--- config.mk ---
export PLATFORM = sky130hd
export DESIGN_NAME = vic_irq_sequencer_flat
export DESIGN_NICKNAME = d
export VERILOG_FILES = /design/src/rtl/vic_irq_sequencer_if.sv /design/src/rtl/vic_irq_sequencer.sv /design/src/flat_wrapper.sv
export SDC_FILE = /design/constraint.sdc
export NUM_CORES = 1
export LEC_CHECK = 0
export ABC_AREA = 1
export CORE_MARGIN = 2
export CORE_UTILIZATION = 40
export DETAILED_ROUTE_END_ITERATION = 7
export HOLD_SLACK_MARGIN = 0.05
export PLACE_DENSITY_LB_ADDON = 0.1
export SLEW_MARGIN = 20
export SYNTH_ARGS = -nofsm -noshare
export SYNTH_HDL_FRONTEND = slang
export SYNTH_SLANG_ARGS = --single-unit
--- constraint.sdc ---
create_clock -name clk -period 2.1 [get_ports clk]
set_input_delay 0.21 -clock clk [delete_from_list [all_inputs] [get_ports clk]]
set_output_delay 0.21 -clock clk [all_outputs]
set_load 0.02 [all_outputs]
--- src/rtl/vic_irq_sequencer_if.sv ---
// Signal bundle between the Vic / core pipeline and the interrupt entry/return sequencer.
interface vic_irq_sequencer_if #(
    parameter int AW = 32
);
    logic          i_VIC_ctrl;
    logic [AW-1:0] i_VIC_iaddr;
    logic [AW-1:0] i_PC;
    logic [3:0]    i_CCodes;
    logic          i_reti_dec;
    logic          i_stall;
    logic          o_pc_sel;
    logic [AW-1:0] o_pc_target;
    logic          o_flush;
    logic [3:0]    o_CCodes;
    logic          o_CCodes_we;
    logic          o_reti;
    logic [3:0]    o_depth;
    logic          o_err;

    modport master (
        output i_VIC_ctrl, i_VIC_iaddr, i_PC, i_CCodes, i_reti_dec, i_stall,
        input  o_pc_sel, o_pc_target, o_flush, o_CCodes, o_CCodes_we, o_reti, o_depth, o_err
    );

    modport slave (
        input  i_VIC_ctrl, i_VIC_iaddr, i_PC, i_CCodes, i_reti_dec, i_stall,
        output o_pc_sel, o_pc_target, o_flush, o_CCodes, o_CCodes_we, o_reti, o_depth, o_err
    );
endinterface

--- src/rtl/vic_irq_sequencer.sv ---
// Interrupt entry/return sequencer: saves {PC, NZCV} on a LIFO nesting stack on entry,
// restores them on RETI and redirects fetch in both directions.
//
// state | meaning
// IDLE  | nothing in flight; pending RETI wins over pending request
// ENTRY | wait for an unstalled cycle, push {PC, NZCV}, redirect to the ISR vector
// EXIT  | wait for an unstalled cycle, pop, redirect to the saved PC, pulse o_reti
module vic_irq_sequencer #(
    parameter int DEPTH = 4,
    parameter int AW    = 32
) (
    input  logic               clk,
    input  logic               rst,
    vic_irq_sequencer_if.slave bus
);
    localparam int         IW      = (DEPTH > 1) ? $clog2(DEPTH) : 1;
    localparam logic [3:0] DEPTH_L = 4'(DEPTH);

    typedef enum logic [1:0] {
        S_IDLE  = 2'd0,
        S_ENTRY = 2'd1,
        S_EXIT  = 2'd2
    } state_t;

    state_t state_q, state_d;

    logic          req_q;
    logic [AW-1:0] vec_q;
    logic          reti_q;
    logic          err_q;
    logic [3:0]    depth_q;
    logic [3:0]    depth_d;
    logic [AW+3:0] stack_q [DEPTH];

    logic          req_any;
    logic          reti_any;
    logic          idle_exit;
    logic          idle_drop;
    logic          idle_entry;
    logic          fire_entry;
    logic          fire_exit;
    logic [IW-1:0] push_idx;
    logic [IW-1:0] pop_idx;
    logic [AW+3:0] top;

    // Pulses arriving this cycle are seen by IDLE directly so the redirect lands one cycle later.
    assign req_any    = req_q  | bus.i_VIC_ctrl;
    assign reti_any   = reti_q | bus.i_reti_dec;
    assign idle_exit  = (state_q == S_IDLE) && reti_any && (depth_q != 4'd0);
    assign idle_drop  = (state_q == S_IDLE) && reti_any && (depth_q == 4'd0);
    assign idle_entry = (state_q == S_IDLE) && !idle_exit && req_any && (depth_q < DEPTH_L);
    assign fire_entry = (state_q == S_ENTRY) && !bus.i_stall;
    assign fire_exit  = (state_q == S_EXIT)  && !bus.i_stall;

    assign push_idx = depth_q[IW-1:0];
    assign pop_idx  = depth_q[IW-1:0] - IW'(1);
    assign top      = stack_q[pop_idx];
    assign depth_d  = depth_q + {3'd0, fire_entry} - {3'd0, fire_exit};

    always_ff @(posedge clk or negedge rst) begin
        if (!rst) begin
            state_q <= S_IDLE;
        end else begin
            state_q <= state_d;
        end
    end

    always_comb begin
        state_d = state_q;
        case (state_q)
            S_IDLE: begin
                if (idle_exit) begin
                    state_d = S_EXIT;
                end else if (idle_entry) begin
                    state_d = S_ENTRY;
                end
            end
            S_ENTRY: begin
                if (!bus.i_stall) begin
                    state_d = S_IDLE;
                end
            end
            S_EXIT: begin
                if (!bus.i_stall) begin
                    state_d = S_IDLE;
                end
            end
            default: state_d = S_IDLE;
        endcase
    end

    always_comb begin
        bus.o_pc_sel    = 1'b0;
        bus.o_flush     = 1'b0;
        bus.o_pc_target = '0;
        bus.o_CCodes    = 4'd0;
        bus.o_CCodes_we = 1'b0;
        bus.o_reti      = 1'b0;
        bus.o_depth     = depth_d;
        bus.o_err       = err_q;
        if (fire_entry) begin
            bus.o_pc_sel    = 1'b1;
            bus.o_flush     = 1'b1;
            bus.o_pc_target = vec_q;
        end else if (fire_exit) begin
            bus.o_pc_sel    = 1'b1;
            bus.o_flush     = 1'b1;
            bus.o_pc_target = top[AW+3:4];
            bus.o_CCodes    = top[3:0];
            bus.o_CCodes_we = 1'b1;
            bus.o_reti      = 1'b1;
        end
    end

    // A pulse coinciding with the consuming strobe stays pending; a RETI at depth 0 is dropped.
    always_ff @(posedge clk or negedge rst) begin
        if (!rst) begin
            req_q   <= 1'b0;
            vec_q   <= '0;
            reti_q  <= 1'b0;
            err_q   <= 1'b0;
            depth_q <= 4'd0;
        end else begin
            req_q   <= bus.i_VIC_ctrl | (req_q & ~fire_entry);
            reti_q  <= ~idle_drop & (bus.i_reti_dec | (reti_q & ~fire_exit));
            depth_q <= depth_d;
            if (bus.i_VIC_ctrl) begin
                vec_q <= bus.i_VIC_iaddr;
            end
            if (idle_drop) begin
                err_q <= 1'b1;
            end
        end
    end

    always_ff @(posedge clk or negedge rst) begin
        if (!rst) begin
            for (int i = 0; i < DEPTH; i++) begin
                stack_q[i] <= '0;
            end
        end else if (fire_entry) begin
            stack_q[push_idx] <= {bus.i_PC, bus.i_CCodes};
        end
    end
endmodule

--- src/flat_wrapper.sv ---
// flat-port wrapper written by rule: the top's interface ports become plain ports
module vic_irq_sequencer_flat 
#(
    parameter int DEPTH = 4,
    parameter int AW    = 32
)
  (clk, rst, bus_i_VIC_ctrl, bus_i_VIC_iaddr, bus_i_PC, bus_i_CCodes, bus_i_reti_dec, bus_i_stall, bus_o_pc_sel, bus_o_pc_target, bus_o_flush, bus_o_CCodes, bus_o_CCodes_we, bus_o_reti, bus_o_depth, bus_o_err);
  vic_irq_sequencer_if #(.AW(AW)) bus_i ();
  input  logic clk;
  input  logic rst;
  input wire logic [$bits(bus_i.i_VIC_ctrl)-1:0] bus_i_VIC_ctrl;
  input wire logic [$bits(bus_i.i_VIC_iaddr)-1:0] bus_i_VIC_iaddr;
  input wire logic [$bits(bus_i.i_PC)-1:0] bus_i_PC;
  input wire logic [$bits(bus_i.i_CCodes)-1:0] bus_i_CCodes;
  input wire logic [$bits(bus_i.i_reti_dec)-1:0] bus_i_reti_dec;
  input wire logic [$bits(bus_i.i_stall)-1:0] bus_i_stall;
  output wire logic [$bits(bus_i.o_pc_sel)-1:0] bus_o_pc_sel;
  output wire logic [$bits(bus_i.o_pc_target)-1:0] bus_o_pc_target;
  output wire logic [$bits(bus_i.o_flush)-1:0] bus_o_flush;
  output wire logic [$bits(bus_i.o_CCodes)-1:0] bus_o_CCodes;
  output wire logic [$bits(bus_i.o_CCodes_we)-1:0] bus_o_CCodes_we;
  output wire logic [$bits(bus_i.o_reti)-1:0] bus_o_reti;
  output wire logic [$bits(bus_i.o_depth)-1:0] bus_o_depth;
  output wire logic [$bits(bus_i.o_err)-1:0] bus_o_err;
  assign bus_i.i_VIC_ctrl = bus_i_VIC_ctrl;
  assign bus_i.i_VIC_iaddr = bus_i_VIC_iaddr;
  assign bus_i.i_PC = bus_i_PC;
  assign bus_i.i_CCodes = bus_i_CCodes;
  assign bus_i.i_reti_dec = bus_i_reti_dec;
  assign bus_i.i_stall = bus_i_stall;
  assign bus_o_pc_sel = bus_i.o_pc_sel;
  assign bus_o_pc_target = bus_i.o_pc_target;
  assign bus_o_flush = bus_i.o_flush;
  assign bus_o_CCodes = bus_i.o_CCodes;
  assign bus_o_CCodes_we = bus_i.o_CCodes_we;
  assign bus_o_reti = bus_i.o_reti;
  assign bus_o_depth = bus_i.o_depth;
  assign bus_o_err = bus_i.o_err;
  vic_irq_sequencer #(.DEPTH(DEPTH), .AW(AW)) u_core (.clk(clk), .rst(rst), .bus(bus_i));
endmodule
* Word-level counts from Yosys, hierarchy flattened
Index checks and enable logic that the tools add are counted.
** Word-level totals
- Register bits :: 185
- Input port bits :: 73
- Output and inout bits :: 45
** Cells by class
- $add $sub $neg :: 3
- Order comparisons :: 4
- Eq/ne operators :: 4
- Multiplexer cells :: 17
- Bitwise logic cells :: 12
- Reductions and logical operators :: 16
** Operator list (count)
- bitwise mux 144 bit :: 1
- 2-to-1 mux 36 bit :: 3
- binary-select mux 36 bit (select 2 bit) :: 1
- demux 36 bit (select 2 bit) :: 1
- 2-to-1 mux 32 bit :: 2
- logical AND 1 bit :: 9
- 2-to-1 mux 4 bit :: 2
- greater-or-equal comparator 3 bit (second input constant) :: 2
- 2-to-1 mux 2 bit :: 3
- inverter 2 -> 3 bit :: 2
- adder 4 x 1 -> 4 bit :: 1
- zero test 4 bit :: 1
- less-than comparator 4 x 3 -> 1 bit (second input constant) :: 1
- bitwise OR 1 bit :: 4
- case mux 2 bit (2 select lines) :: 1
- nonzero test 4 bit :: 1
- subtractor 4 x 1 -> 4 bit :: 1
- bitwise AND 1 bit :: 3
- less-than comparator 3 x 1 -> 1 bit (second input constant) :: 1
- 2-to-1 mux 1 bit :: 3
- != test 3 x 1 -> 1 bit (second input constant) :: 1
- inverter 1 bit :: 3
- == test 2 x 1 -> 1 bit (second input constant) :: 1
- == test 2 bit (second input constant) :: 1
- other kinds (6) :: 7

* Longest topological paths before layout
Gate-level depths: netlist (run 1).
- Depth in word-level cells :: 10
- Depth in mapped cells :: 10
- Gate-level depth less buffers :: 10

* Worst setup path before layout (run 1)
Ideal clock, no wire load.
- Kind :: register to output
- Start point :: reg u_core.depth_q[0]
- End point :: out bus_o_depth[2]
- Arrival :: 2129 ps
- Path slack :: -239 ps
- Cell stages (with the launch flop) :: 10
- Buffers on the path :: 2
- Cells stage by stage :: dfrtp_1 > buf_2 > inv_2 > buf_2 > ha_1 > inv_1 > ha_1 > inv_1 > fa_1 > xnor2_1
** Between the ends
- Word-level cells in the longest chain between the ends :: 2
** RTL lines
- start, declared :: line vic_irq_sequencer.sv:31 : logic [3:0] depth_q;
- start signal, assigned :: line vic_irq_sequencer.sv:126 : depth_q <= depth_d;
- adder 4 x 1 -> 4 bit :: line vic_irq_sequencer.sv:58 : assign depth_d = depth_q + {3'd0, fire_entry} - {3'd0, fire_exit};
- subtractor 4 x 1 -> 4 bit :: line vic_irq_sequencer.sv:58
- end, declared :: line flat_wrapper.sv:23 : output wire logic [$bits(bus_i.o_depth)-1:0] bus_o_depth;
No other way between the ends.

* Final worst setup path (run 1)
- Start point :: reg u_core.state_q[0]
- End point :: out bus_o_depth[1]
** Between the ends
- Word-level cells in the longest chain between the ends :: 4
- Elaborated cells between the ends (all ways) :: 6
- Classes of those cells :: add/sub (2); eq/ne (2); reduce/logical (2)
** RTL lines
- start, declared :: line vic_irq_sequencer.sv:25 : state_t state_q, state_d;
- start signal, assigned :: line vic_irq_sequencer.sv:64 : state_q <= state_d;
- == test 2 x 1 -> 1 bit :: line vic_irq_sequencer.sv:52 : assign fire_entry = (state_q == S_ENTRY) && !bus.i_stall;
- logical AND 1 bit :: line vic_irq_sequencer.sv:52
- adder 4 x 1 -> 4 bit :: line vic_irq_sequencer.sv:58
- subtractor 4 x 1 -> 4 bit * :: line vic_irq_sequencer.sv:58
Every way passes the cells marked *; elsewhere a longest branch is shown, timed or not.

==> results of run 1 <==
## logic make-up (layout without fill, tap and decap cells)
kind of cell / count (synthesis) / after routing / share of synthesized area [%]
buffers and inverters: 154 / 313 / 7.49
flip-flops: 185 / 185 / 55.2
AND/OR/NAND/NOR: 441 / 441 / 21.6
AO/OA/AOI/OAI: 224 / 224 / 13.4
adder cells (fa/ha/maj): 13 / 13 / 2.03
XOR/XNOR: 2 / 2 / 0.209
## through the flow
step	TNS, ns	util [%]
floorplan	0	-
global placement	-13.97	49.4
detailed placement	-14.40	49.4
CTS	-10.85	55.4
global route	-13.41	57.3
finish	-9.13	57.3
## synth_stat cells (2+ instances only)
| library cell | instances |
|---|---|
| a21oi_1 | 5 |
| xnor2_1 | 2 |
| ha_1 | 12 |
| buf_1 | 4 |
| nand4_1 | 3 |
| inv_1 | 87 |
| o21ai_1 | 10 |
| clkbuf_1 | 25 |
| dfrtp_1 | 185 |
| nand2_2 | 4 |
| nand2_1 | 316 |
| nor2_4 | 2 |
| buf_4 | 2 |
| nand3_1 | 99 |
| o21ai_0 | 208 |
| buf_2 | 33 |
| nor2_1 | 16 |
## area by class of cell
class	instances	area, um2	area share [%]
clock buffers	23	468	4.00
clock inverters	8	96.3	0.823
inverters	89	352	3.00
multi-input cells	680	3730	31.8
flip-flops and latches	185	4630	39.5
well taps	270	338	2.88
repair buffers	193	2100	17.9
## critical path: stages (launching register included)
cell and delay, ns:
dfrtp_1 0.39, inv_2 0.08, ha_4 0.13, inv_2 0.04, nor2_4 0.13, ha_4 0.21
inv_2 0.06, ha_4 0.12, inv_2 0.03, fa_2 0.53, inv_2 0.05, buf_6 0.12
## sequential cells by signal, summed over array words and instances (netlist names)
name,flops
u_core.stack_q,144
u_core.req_q,1
u_core.state_q,2
u_core.reti_q,1
u_core.vec_q,32
u_core.depth_q,4
u_core.bus.o_err,1
## power by group through the flow
stage                     combinational (uW)  clock, uW  sequential, uW
after global routing                    9890       3350            5790
after detailed placement                6910          0            5640
after CTS                               8190       3200            5600
final                                   8980       3130            5620
after floorplan                         4270          0            5500
after global placement                  6820          0            5600
## timing repair
| item | 4_1_cts | 5_1_grt |
|---|---|---|
| hold buffers | 1 | 0 |
| hold endpoints to repair | 48 | 0 |
| pin swaps | 7 | 6 |
| setup endpoints to repair | 44 | 43 |
| gates cloned | 5 | 0 |
| buffers inserted | 22 | 18 |
| resized for setup | 385 | 98 |
## final timing paths
check / endpoint / slack [ns] / depth (start not counted) / from
worst max-delay path: bus_o_depth[1] / -0.42 / 11 / u_core.state_q[0]$_DFFE_PN0P_
worst min-delay path: u_core.vec_q[22]$_DFFE_PN0P_ / 0.28 / 3 / bus_i_VIC_ctrl
worst max register to register: u_core.stack_q[52]$_DFFE_PN0P_ / 0.21 / 10 / u_core.state_q[1]$_DFFE_PN0P_
worst min register to register: u_core.bus.o_err$_DFFE_PN0P_ / 0.47 / 2 / u_core.bus.o_err$_DFFE_PN0P_
max in group asynchronous: u_core.stack_q[133]$_DFFE_PN0P_ / 1.10 / 3 / rst
min in group asynchronous: u_core.stack_q[11]$_DFFE_PN0P_ / 0.31 / 2 / rst
## metal layers
| layer | up-vias | GRT usage, % | part of all wire [%] |
|---|---|---|---|
| met4 | 0 | 6.19 | 0.89 |
| met1 | 3404 | 28.6 | 45 |
| li1 | 3580 | - | - |
| met2 | 130 | 38.1 | 51 |
| met5 | - | 0 | 0 |
| met3 | 15 | 3.18 | 3.1 |
==> flow_summary.toml, run 1 <==
[status]
status = "finished, violations left"
failed_checks = "negative setup slack"

[power]
total_power_uw = 17700
netSwitchingFraction_pct = 40.6
power_frac_comb_pct = 50.6
p_switching_uw = 7200
internal-power_uw = 10500
ir_worst_vdd_uv = 764
leakage_uw = 0.00535
clockPowerShare_pct = 17.7
seq_power_share_pct = 31.7
power_density_nw_per_um2 = 1510

[yosys]
syn_inst = 1019
syn_nets = 1105
synthTopCellsByArea = "dfrtp_1, nand2_1, o21ai_0"
netlist.area_leader.share_pct = 55.2
synth_seq_area_share_pct = 55.2
synth_flop_cell = "dfrtp_1"
yosysTopAreaCell = "dfrtp_1"
synth_warnings = 0
avgSynthCellArea_um2 = 8.23
synth_seq_cells = 185
synth_edf_count = 0
yosys.cell_types.count = 23
ys_async_sr_fraction_pct = 100
netlist_area_um2 = 8380

[finish]
drive_above_1_share_pct = 20.5
synthToLayoutAreaGrowth_pct = 39.7
layout_common_cells = "nand2_1, dfrtp_1, o21ai_0, inv_1, clkdlybuf4s50_1"
fillers = 1934
stdcell_count = 1448
antennaDiodeCount = 0
final_common_cell = "nand2_1"
nNetsFinal = 1252
design_area_um2 = 11700

[timing]
fin_skew_ns = 0.00947
hold_viol = 0
tightestPinTransition_ns = 0.537
setup_viol = 43
fmax_ghz = 0.396
holdWs_ns = 0.278
relSlewSlack_pct = 64.2
maxSlewViolCount = 0
fin_crit_ns = 2.52
finalWorstSetupSlack_ns = -0.422
grt_setup_unrepaired = "yes"
min_period_over_period_pct = 120

[clock_tree]
path_clk_slew_ns = 0.07
clk_latency_ns = 0.43
cts_tree = "done"
clockBufferDepth = 2
h-tree-depth = 4
cts_buffers = 17
clock-root-buffer = "clkbuf_16"
cts.sinks = 185

[placed_design]
dp_hpwl_um = 13500
place_ws_ns = -0.608
gp_congestion = 0.739
placed_cell_area_um2 = 10100
placed_cells = 1384
port_buffers = 117

[floorplan]
dieArea_um2 = 22100
coreArea_um2 = 20400
ioPinCount = 118
die_x_um = 149
row_count = 52
fp.dieH_um = 149
start_util_pct = 41.0

[global_route]
grt_pass1_wl_um = 37400
antenna_found_initial = 0
overflow = 0
grt_max_degree = 65
grt_use_total_pct = 21.9
grt_pass1_vias = 7116

[setup_path]
crit_fanout = 2
worstSetupEndpointType = "primary output"
critPathRequiredTime_ns = 1.89
start_kind = "register"
arrival_ns = 2.31
critPathKind = "register to primary output"

[route]
vias = 7129
wl_um = 22900
avgViaCountPerCell = 4.92
drt_iter0_markers = 451
ant_nets = 0
dr.pass1.iters = 5
route.detailed.drc = 0
wl_per_cell_um = 15.8

[job]
drv_cap = 0

[hold_path]
min_path_type = "input port to register"
Power figures use the tool's default switching activity.
==> inputs of run 2 (changes only) <==
CORE_MARGIN = unset   (was 2)
==> flow_summary.toml, run 2 (synthesis gave the netlist of run 1 again) <==
[finish]
design_area_um2 = 11200
layout_common_cells = "nand2_1, dfrtp_1, o21ai_0, inv_1, nand3_1"
stdcell_count = 1430
drive_above_1_share_pct = 18.3
antennaDiodeCount = 0
nNetsFinal = 1233
synthToLayoutAreaGrowth_pct = 34.1
largest_reg_flops = 144
top_register = "u_core.stack_q"
final_common_cell = "nand2_1"
reg_top3 = "u_core.stack_q: 144 flops, u_core.vec_q: 32 flops, u_core.depth_q: 4 flops"

[power]
power_density_nw_per_um2 = 1520
total_power_uw = 17100
ir_worst_vdd_uv = 630
leakage_uw = 0.00523

[clock_tree]
cts_tree = "done"
path_clk_slew_ns = 0.07
clock-root-buffer = "clkbuf_16"
cts_buffers = 17
cts.sinks = 185
clockBufferDepth = 2
h-tree-depth = 4
clk_latency_ns = 0.43

[route]
drt_iter0_markers = 482
dr.pass1.iters = 4
ant_nets = 0
wl_um = 22100
vias = 7019
avgViaCountPerCell = 4.91
wl_per_cell_um = 15.5
route.detailed.drc = 0

[placed_design]
port_buffers = 117
dp_hpwl_um = 13200
placed_cells = 1382
place_ws_ns = -0.652
gp_congestion = 0.739
placed_cell_area_um2 = 10100

[timing]
tns_ns = -12.26
fin_crit_ns = 2.50
maxSlewViolCount = 0
relSlewSlack_pct = 66.5
min_period_over_period_pct = 119
tightestPinTransition_ns = 0.502
fmax_ghz = 0.400
finalWorstSetupSlack_ns = -0.398
fin_skew_ns = 0.00870
setup_viol = 43
grt_setup_unrepaired = "yes"
hold_viol = 0

[setup_path]
start_kind = "register"
critPathRequiredTime_ns = 1.89
critPathKind = "register to primary output"
worstSetupEndpointType = "primary output"
r2r_end = "u_core.depth_q[1]$_DFF_PN0_"
reg2reg_slack_ns = 0.27
arrival_ns = 2.29
timing.rr.start = "u_core.state_q[0]$_DFFE_PN0P_"
r2r_cells = 10
crit_fanout = 2

[job]
drv_cap = 0

[floorplan]
start_util_pct = 41.2
ioPinCount = 118
coreArea_um2 = 20400
dieArea_um2 = 21500
die_x_um = 147
fp.dieH_um = 147
row_count = 52

[global_route]
grt_pass1_vias = 6871
overflow = 0
antenna_found_initial = 0
grt_max_degree = 73
grt_pass1_wl_um = 35500
grt_use_total_pct = 21.1

[hold_path]
min_path_type = "input port to async pin"

[status]
failed_checks = "negative setup slack"
status = "finished, violations left"
-- run 2: cell types whose count changed in the layout (fill, tap and decap cells not counted), moves of 3 or more --
cell        delta
buf_2          +3
buf_4          +8
buf_6         -29
buf_8          -3
clkinvlp_4     -3
inv_2          +3
nand3_1        +7
nand3_2       +10
nand3_4       -17
o21ai_1        +5
o21ai_4        -6
-- run 2: final cells by class --
cell class	count	area, um2
Fill cell	1929	9120
Multi-Input combinational cell	680	3480
Tap cell	270	338
Clock inverter	10	140
Timing Repair Buffer	174	1840
Inverter	89	339
Clock buffer	22	474
Sequential cell	185	4630
-- run 2: worst max path at each step --
stage | from | endpoint | depth (start not counted)
finish | u_core.state_q[0]$_DFFE_PN0P_ | bus_o_depth[2] | 11
global route | u_core.state_q[0]$_DFFE_PN0P_ | bus_o_depth[2] | 11
CTS | u_core.state_q[0]$_DFFE_PN0P_ | bus_o_depth[1] | 11
detailed placement | bus_i_stall | bus_o_depth[2] | 9
global placement | bus_i_stall | bus_o_depth[2] | 9
floorplan | u_core.depth_q[0]$_DFF_PN0_ | bus_o_pc_target[22] | 10
-- run 2: what timing repair did --
action                                  in CTS  in global routing
buffers inserted                             3                  9
endpoints found under the setup margin      44                 44
hold endpoints to repair                    44                  0
pin swaps                                    6                  6
gates cloned                                 0                  3
hold buffers                                 1                  0
resized for setup                          270                113
-- run 2: where the power goes --
part           switching, uW  internal (uW)  leakage (uW)
Combinational           4620           3530       0.00250
Clock                   1390           1980      0.000305
Sequential               675           4930       0.00243
-- run 2: layer usage --
metal,vias up,GRT usage [%],routed length (um)
met5,-,0,0
met4,0,6.56,246
met3,19,3.42,676
met2,122,36.1,11200
met1,3352,27.2,10000
li1,3526,-,-
-- run 2: critical path, stage by stage, from the launching register on --
cell and delay (ns):
dfrtp_1 0.39, inv_2 0.08, ha_4 0.12, inv_2 0.04
nor2_4 0.11, ha_4 0.22, inv_4 0.05, ha_4 0.12
inv_2 0.04, fa_2 0.36, xnor2_2 0.17, buf_4 0.16
-- run 2: per-stage QoR --
step,hold slack [ns],utilization (%)
2_1_floorplan,-0.0856,-
3_3_place_gp,0.181,49.6
3_5_place_dp,0.182,49.6
4_1_cts,0.265,52.7
5_1_grt,0.302,55.2
6_report,0.268,55.2
==> inputs of run 3 (changes only) <==
SLEW_MARGIN = unset   (was 20)
==> results of run 3 <==
No change in the layout: final DEF, timing and power equal those of run 2.
